**src/rtl/mem_responder.sv**
```systemverilog
// Word-addressed memory responder with a fixed wait-state model and misalignment flagging.
// Optional byte-lane write enables are built when MEMRESP_BE_EN is defined.
module mem_responder #(
    parameter int DEPTH = 64,
    parameter int WAIT  = 1
) (
    input  logic        i_clk,
    input  logic        i_rst_n,
    input  logic        i_req_valid,
    output logic        o_req_ready,
    input  logic        i_req_we,
    input  logic [31:0] i_req_adr,
    input  logic [31:0] i_req_wdata,
`ifdef MEMRESP_BE_EN
    input  logic [3:0]  i_req_be,
`endif
    output logic        o_resp_valid,
    input  logic        i_resp_ready,
    output logic [31:0] o_resp_rdata,
    output logic        o_resp_err
);

    localparam int AW = $clog2(DEPTH);

    typedef enum logic [1:0] {
        IDLE = 2'd0,
        BUSY = 2'd1,
        RESP = 2'd2
    } state_t;

    state_t          r_state;
    state_t          w_next;
    logic [3:0]      r_cnt;
    logic            r_we;
    logic [AW+1:0]   r_adr;
    logic [31:0]     r_wdata;
    logic [31:0]     r_rdata;
    logic            r_err;
    logic [31:0]     r_mem [DEPTH];
    logic [3:0]      w_be;
    logic [AW-1:0]   w_idx;
    logic            w_misal;
    logic            w_access;
    logic [31:0]     w_old;
    logic [31:0]     w_merged;
    logic            w_unused_adr;

    function automatic logic [31:0] merge_be(input logic [31:0] old_w,
                                             input logic [31:0] new_w,
                                             input logic [3:0]  be);
        logic [31:0] m;
        for (int i = 0; i < 4; i++) begin
            m[8*i +: 8] = be[i] ? new_w[8*i +: 8] : old_w[8*i +: 8];
        end
        return m;
    endfunction

    // Only the index and alignment bits of the address matter; the rest alias.
    assign w_unused_adr = ^i_req_adr[31:AW+2];
    assign w_idx        = r_adr[AW+1:2];
    assign w_misal      = (r_adr[1:0] != 2'b00);
    assign w_access     = (r_state == BUSY) && (r_cnt == 4'd0);
    assign w_old        = r_mem[w_idx];
    assign w_merged     = merge_be(w_old, r_wdata, w_be);

`ifdef MEMRESP_BE_EN
    logic [3:0] r_be;

    // Byte-enable capture alongside the rest of the request.
    always_ff @(posedge i_clk or negedge i_rst_n) begin
        if (!i_rst_n) begin
            r_be <= 4'b0000;
        end else if ((r_state == IDLE) && i_req_valid) begin
            r_be <= i_req_be;
        end
    end
    assign w_be = r_be;
`else
    assign w_be = 4'b1111;
`endif

    // State register.
    always_ff @(posedge i_clk or negedge i_rst_n) begin
        if (!i_rst_n) begin
            r_state <= IDLE;
        end else begin
            r_state <= w_next;
        end
    end

    // Next-state decode.
    always_comb begin
        w_next = r_state;
        case (r_state)
            IDLE: begin
                if (i_req_valid) w_next = BUSY;
                else             w_next = IDLE;
            end
            BUSY: begin
                if (r_cnt == 4'd0) w_next = RESP;
                else               w_next = BUSY;
            end
            RESP: begin
                if (i_resp_ready) w_next = IDLE;
                else              w_next = RESP;
            end
            default: w_next = IDLE;
        endcase
    end

    // Request capture and wait-cycle countdown.
    always_ff @(posedge i_clk or negedge i_rst_n) begin
        if (!i_rst_n) begin
            r_cnt   <= 4'd0;
            r_we    <= 1'b0;
            r_adr   <= '0;
            r_wdata <= 32'd0;
        end else begin
            case (r_state)
                IDLE: begin
                    if (i_req_valid) begin
                        r_cnt   <= 4'(WAIT);
                        r_we    <= i_req_we;
                        r_adr   <= i_req_adr[AW+1:0];
                        r_wdata <= i_req_wdata;
                    end
                end
                BUSY: begin
                    if (r_cnt != 4'd0) r_cnt <= r_cnt - 4'd1;
                end
                default: begin
                end
            endcase
        end
    end

    // Response registers, loaded on the access edge and held through back-pressure.
    always_ff @(posedge i_clk or negedge i_rst_n) begin
        if (!i_rst_n) begin
            r_rdata <= 32'd0;
            r_err   <= 1'b0;
        end else if (w_access) begin
            if (w_misal) begin
                r_rdata <= 32'd0;
                r_err   <= 1'b1;
            end else if (r_we) begin
                r_rdata <= w_merged;
                r_err   <= 1'b0;
            end else begin
                r_rdata <= w_old;
                r_err   <= 1'b0;
            end
        end
    end

    // Storage array; deliberately unreset. Reset forces IDLE, so a pending store never lands.
    always_ff @(posedge i_clk) begin
        if (w_access && r_we && !w_misal) begin
            r_mem[w_idx] <= w_merged;
        end
    end

    assign o_req_ready  = (r_state == IDLE);
    assign o_resp_valid = (r_state == RESP);
    assign o_resp_rdata = r_rdata;
    assign o_resp_err   = r_err;

endmodule

```
**config.mk**
```make
export PLATFORM = sky130hd
export DESIGN_NAME = mem_responder
export DESIGN_NICKNAME = d
export VERILOG_FILES = /design/src/rtl/mem_responder.sv
export SDC_FILE = /design/constraint.sdc
export NUM_CORES = 2
export LEC_CHECK = 0
export ABC_AREA = 1
export CORE_MARGIN = 2
export CORE_UTILIZATION = 55
export CTS_CLUSTER_DIAMETER = 50
export CTS_CLUSTER_SIZE = 20
export DETAILED_ROUTE_END_ITERATION = 10
export PLACE_DENSITY_LB_ADDON = 0.05
export SYNTH_ARGS = -nofsm -noshare
export SYNTH_HDL_FRONTEND = slang
export SYNTH_SLANG_ARGS = --single-unit
```
**constraint.sdc**
```tcl
create_clock -name i_clk -period 5.1 [get_ports i_clk]
set_input_delay 1.02 -clock i_clk [delete_from_list [all_inputs] [get_ports i_clk]]
set_output_delay 1.02 -clock i_clk [all_outputs]
set_load 0.005 [all_outputs]
```
==> Word level (Yosys, flattened, before mapping) <==
Memories as Yosys holds them, arrays and structs flattened.
Cells that the tools add are included.
Widths: inputs -> output; s select.
{ "classes": {"addsub": 1, "mul": 0, "n_div": 0, "n_lt_le_gt_ge": 0, "n_eq_ne": 4, "shift": 0, "mux": 12, "bitwise": 0, "reduce_logical": 11} }
{ "ops": {"columns": ["cell", "count"], "rows": [
  ["$mux 32", 2],
  ["$mux 4", 2],
  ["$pmux 4 s2", 1],
  ["$pmux 2 s3", 1],
  ["$logic_not 4->1", 1],
  ["$mux 1", 4],
  ["$mux 2", 2],
  ["$reduce_bool 2->1", 2],
  ["$reduce_bool 4->1", 1],
  ["$sub 4x1->4 const B", 1],
  ["$logic_and 1x1->1", 3],
  ["$reduce_and 3->1", 1],
  ["$eq 2x1->1 const B", 1],
  ["$eq 2x2->1 const B", 1],
  ["$logic_not 2->1", 1],
  ["$ne 2x1->1 const B", 1],
  ["$ne 2x2->1 const B", 1],
  ["$reduce_and 2->1", 1],
  ["$logic_not 1->1", 1]
]} }
{ "totals": {"register_bits": 80, "latch_bits": 0, "ram_bits": 2048, "mem_bits_ro": 0, "inputBits": 69, "out_inout_bits": 35, "word_cells": 36, "n_memories": 1} }
{ "memory_table": {"columns": ["name", "words", "width", "read_ports", "rd_ports_with_merged_regs", "wr", "line_no", "rtl"], "rows": [
  ["r_mem", 64, 32, 1, 0, 1, "39", "logic [31:0] r_mem [DEPTH];"]
]} }

==> Logic depth before layout (Yosys ltp) <==
{ "depth": {"word_depth": 6, "mapped_depth": 17, "mapped_depth_nobuf": 13} }

==> Worst setup path after synthesis <==
Ideal clock, no wire load.
{ "synth_path": {"path_kind": "reg-to-reg", "start": "register r_cnt[0]", "end": "memory r_mem[32][0], enable pin", "setup_time_ns": 0.502, "arrival_ns": 4.629, "t_required_ns": 4.598, "setup_slack_ns": -0.030, "stages_incl_launch_ff": 11, "n_path_buf": 0, "synth_period_minus_slack_ns": 5.130, "cell_sequence": "dfrtp_1 > inv_1 > ha_1 > inv_1 > nor3_1 > nand2_2 > nor3_2 > nand2_1 > clkinv_2 > nand2_1 > nor4_1"} }
{ "synth_via": {"elab_chain_len": 6} }
{ "synth_rtl": {"columns": ["element", "line_no", "rtl"], "rows": [
  ["start: declaration", "33", "logic [3:0] r_cnt;"],
  ["start signal: assignment", "122", "r_cnt <= 4'(WAIT);"],
  ["start signal: assignment", "129", "if (r_cnt != 4'd0) r_cnt <= r_cnt - 4'd1;"],
  ["$logic_not 4->1", "62", "assign w_access = (r_state == BUSY) && (r_cnt == 4'd0);"],
  ["$logic_and 1x1->1", "62", null],
  ["$logic_and 1x1->1 (2 in series)", "158", "if (w_access && r_we && !w_misal) begin"],
  ["$mux 1", "158", null],
  ["$mux 1 (implied by the code)", "159", "r_mem[w_idx] <= w_merged;"],
  ["end: declaration", "39", null]
]} }
No other way between the ends.

==> Worst setup path after layout <==
{ "layout_path": {"start": "register r_cnt[0]", "end": "memory r_mem[22][12], enable pin"} }
The elaborated chain is that of the path after synthesis.

==> metrics.txt <==
amount of wire on met2 after detailed routing=around 120,000 um; Bufs on Longest Clock Path=3; post-synth design cell area=approximately 0.09 sq mm; Reg-to-Reg Start=r_cnt[0]$_DFFE_PN0P_; final-report max-slew violation count=0; width of the die=407 um; worst slew margin relative to its limit=0.147; CTS clk-pin slew, worst paths=about 0.07 ns; detail-routed via count per cell=~5.4; total of max-cap violations=0; detailed-route wire length=roughly 250,000 um; Placement Setup Slack=1.00 ns; total global routing overflow=0; category of the worst setup path launch point=register; number of enable-type register cells in the synthesized netlist=about 2,000; CTS-repair resized insts=0; Nets=between 8,000 and 9,000; time the worst path needs with I/O delays and setup=4.13 ns; area share of fa/ha/maj cells after synthesis=0.000140; portion of the clock cycle consumed by the worst path in the final layout=0.809; worst hold-check path type=input port to asynchronous set/reset pin; Achievable Freq=0.242 GHz; power density cells=about 570 mW/mm^2; global-route usage over all layers=0.296; number of antenna-violating nets in the routed design=0; largest family of logic cells by synthesized area=simple AND/OR/NAND/NOR gates; total number of placement rows=~150; first-pass GRT wire length=between 300,000 and 400,000 um; Worst Setup SP=r_cnt[0]$_DFFE_PN0P_; total area of multi-input combinational cells=0.0239 sq mm; Port Buffer Count=~80; Setup Skew=around 0.028 ns; Sequential cell area=roughly 0.064 sq mm; CP arrival=approximately 4.6 ns; via count=59,900; Top FF cell, synth=sky130_fd_sc_hd__edfxtp_1; unrepaired setup endpoints after global routing=false; count of hold-fix buffers inserted at cts=0; worst setup slack after layout=0.974 ns; Total Neg Setup Slack=0 ns; starting utilization of the core area=0.556; Seq cells post-synth=2,128; fraction of layout instances using a drive strength above 1=0.0692; vias in the first global route=approximately 56,000; Finish-stage setup viols=0; Filler Cell Count=roughly 13,000; Synth Area in Simple Gates=0.256; synthesized-area fraction occupied by ao, oa, aoi and oai cells=0.00501; type of element capturing the critical path=register; xor-xnor portion of the synthesized cell area=0.000196; gpl congestion=~0.86; post-synthesis mux area share=0; count of TritonRoute iterations in the first routing pass=6; maximum net fanout on the critical path=18; depth of the worst register-to-register path=11; deepest level of the CTS H-tree=4; uppermost layer routed=met4; post-place instance area=approximately 0.093 sq mm; starting DRC count in detailed routing=6,330; sequential cell area fraction in the yosys report=0.710; worst-case register-to-register setup slack=approximately 0.97 ns; # clock sinks=between 2,000 and 2,500; utilization after layout=0.618; Post-Route Hold Slack=0.281 ns; Final Hold Violating Endpoints=0; die height=slightly above 400 um; capture point of the critical path=r_mem[22][12]$_DFFE_PP_; async set-or-reset flop fraction in the synthesized netlist=0.0376; WL met1=101,000 um; cell at the root of the clock tree=sky130_fd_sc_hd__clkbuf_16; CTS buffer count=180; metal3 WL=19,000 um; Total Die Area=0.166 sq mm; worst flop-to-flop path endpoint=r_mem[22][12]$_DFFE_PP_; run status=finished clean; critical setup path kind=register to register; syn_nets=around 9,000; post-synthesis average cell area=roughly 10 sq um; postcts setup bufs=0; Design Area, Final=0.0994 sq mm; largest voltage drop on the vdd net=approximately 0.75 mV; Routed WL per cell=22.2 um; synthesized netlist cell count=a little under 9,000; count of warnings emitted by yosys=0; remaining design rule violation count=0; leakage power figure=between 40 and 50 nW; clock insertion delay at the later pin of the skew report=0.82 ns; WP data required=between 5 and 6 ns; antenna violations before repair=4; number of distinct library cell variants in the gate-level netlist after synthesis=31; actual slew at the worst max-slew pin=1.28 ns; total power=56.9 mW; number of I/O pins=104; placed cell count=about 11,000; Placeable Area=about 0.16 sq mm; final cell count without fillers=11,100; largest net degree at the start of global routing=195; HPWL after DPL=approximately 130,000 um; TritonCTS clock tree=built; Area growth, synth to finish=11.2%
-- metal layers --
| layer | track usage | vias up |
|---|---|---|
| met1 | 0.406 | 28900 |
| met5 | 0 | - |
| li1 | - | 28400 |
| met3 | 0.0414 | 365 |
| met2 | 0.481 | 2285 |
| met4 | 0.116 | 0 |
-- worst min path at each step --
stage	from	endpoint	slack [ns]	cells past startpoint
floorplan	r_adr[1]$_DFFE_PN0N_	r_adr[1]$_DFFE_PN0N_	0.47	2
global placement	o_resp_rdata[1]$_DFFE_PN0P_	o_resp_rdata[1]$_DFFE_PN0P_	0.47	2
detailed placement	o_resp_rdata[10]$_DFFE_PN0P_	o_resp_rdata[10]$_DFFE_PN0P_	0.47	2
CTS	i_rst_n	r_wdata[7]$_DFFE_PN0N_	0.25	1
global route	i_rst_n	r_wdata[7]$_DFFE_PN0N_	0.30	1
finish	i_rst_n	r_wdata[12]$_DFFE_PN0N_	0.28	1
-- where the power goes --
group          switching [mW]  internal, mW
Sequential               1.12          21.9
Clock                    6.88          7.82
Combinational            14.7          4.57
Total                    22.7          34.3
-- logic make-up after synthesis --
family,count (synthesis)
and+or+nand+nor,6057
DFF,2128
AOI/OAI and AO/OA,88
buffers and inverters,553
xor gates and xnor gates,2
adders and majority gates,1
-- worst max-delay path: stages, from the launching register on --
cell and delay (ns):
sky130_fd_sc_hd__dfrtp_1 0.41, sky130_fd_sc_hd__inv_1 0.07, sky130_fd_sc_hd__ha_1 0.16, sky130_fd_sc_hd__inv_1 0.05, sky130_fd_sc_hd__nor3_1 0.34, sky130_fd_sc_hd__nand2_2 0.11
sky130_fd_sc_hd__nor3_2 0.20, sky130_fd_sc_hd__nand2_1 0.36, sky130_fd_sc_hd__clkinv_2 0.28, sky130_fd_sc_hd__nand3_2 0.51, sky130_fd_sc_hd__nor2_4 0.79, sky130_fd_sc_hd__buf_4 0.48
-- cell type report --
cell class,count,share of cell area
sequential,2128,0.639
antenna,2,0.0000503
clock inverter,133,0.0160
tap,2160,0.0272
clock buffer,202,0.0477
multi-input combinational,6148,0.240
inverter,110,0.00448
timing repair buffer,254,0.0252
-- state kept, by name, summed over array words and instances (netlist names) --
signal and flops:
o_resp_err 1, o_resp_rdata 32, r_adr 8, r_cnt 4, r_mem 2048, r_state 2
r_wdata 32, r_we 1
-- cell usage after synthesis, types with 5 or more instances --
| library cell | number | area, sq um |
|---|---|---|
| sky130_fd_sc_hd__buf_1 | 22 | 82.6 |
| sky130_fd_sc_hd__buf_4 | 25 | 188 |
| sky130_fd_sc_hd__dfrtp_1 | 80 | 2000 |
| sky130_fd_sc_hd__nand3_1 | 44 | 220 |
| sky130_fd_sc_hd__nor3_1 | 7 | 35.0 |
| sky130_fd_sc_hd__inv_1 | 104 | 390 |
| sky130_fd_sc_hd__edfxtp_1 | 2048 | 61500 |
| sky130_fd_sc_hd__o21ai_0 | 45 | 225 |
| sky130_fd_sc_hd__nand2_1 | 5843 | 21900 |
| sky130_fd_sc_hd__nor2_1 | 142 | 533 |
| sky130_fd_sc_hd__a21oi_1 | 39 | 195 |
| sky130_fd_sc_hd__nor3_2 | 5 | 50.1 |
| sky130_fd_sc_hd__buf_6 | 5 | 56.3 |
| sky130_fd_sc_hd__clkbuf_1 | 129 | 484 |
| sky130_fd_sc_hd__buf_2 | 262 | 1310 |
| sky130_fd_sc_hd__nand3_2 | 5 | 50.1 |
-- cell usage in the layout (no fill, tap or decap), drive strengths merged --
cell type	count
nand2	5844
edfxtp	2048
clkbuf	202
buf	176
inv	167
nor2	143
dfrtp	80
clkdlybuf4s50	78
nand3	49
o21ai	46
clkinv	43
a21oi	39
clkinvlp	17
bufinv	16
nor3	12
or2	6
diode	2
o211ai	2
nor4	2
o31ai	1
xor2	1
nand3b	1
xnor2	1
ha	1
No activity file was read; power rests on OpenSTA's default activity.
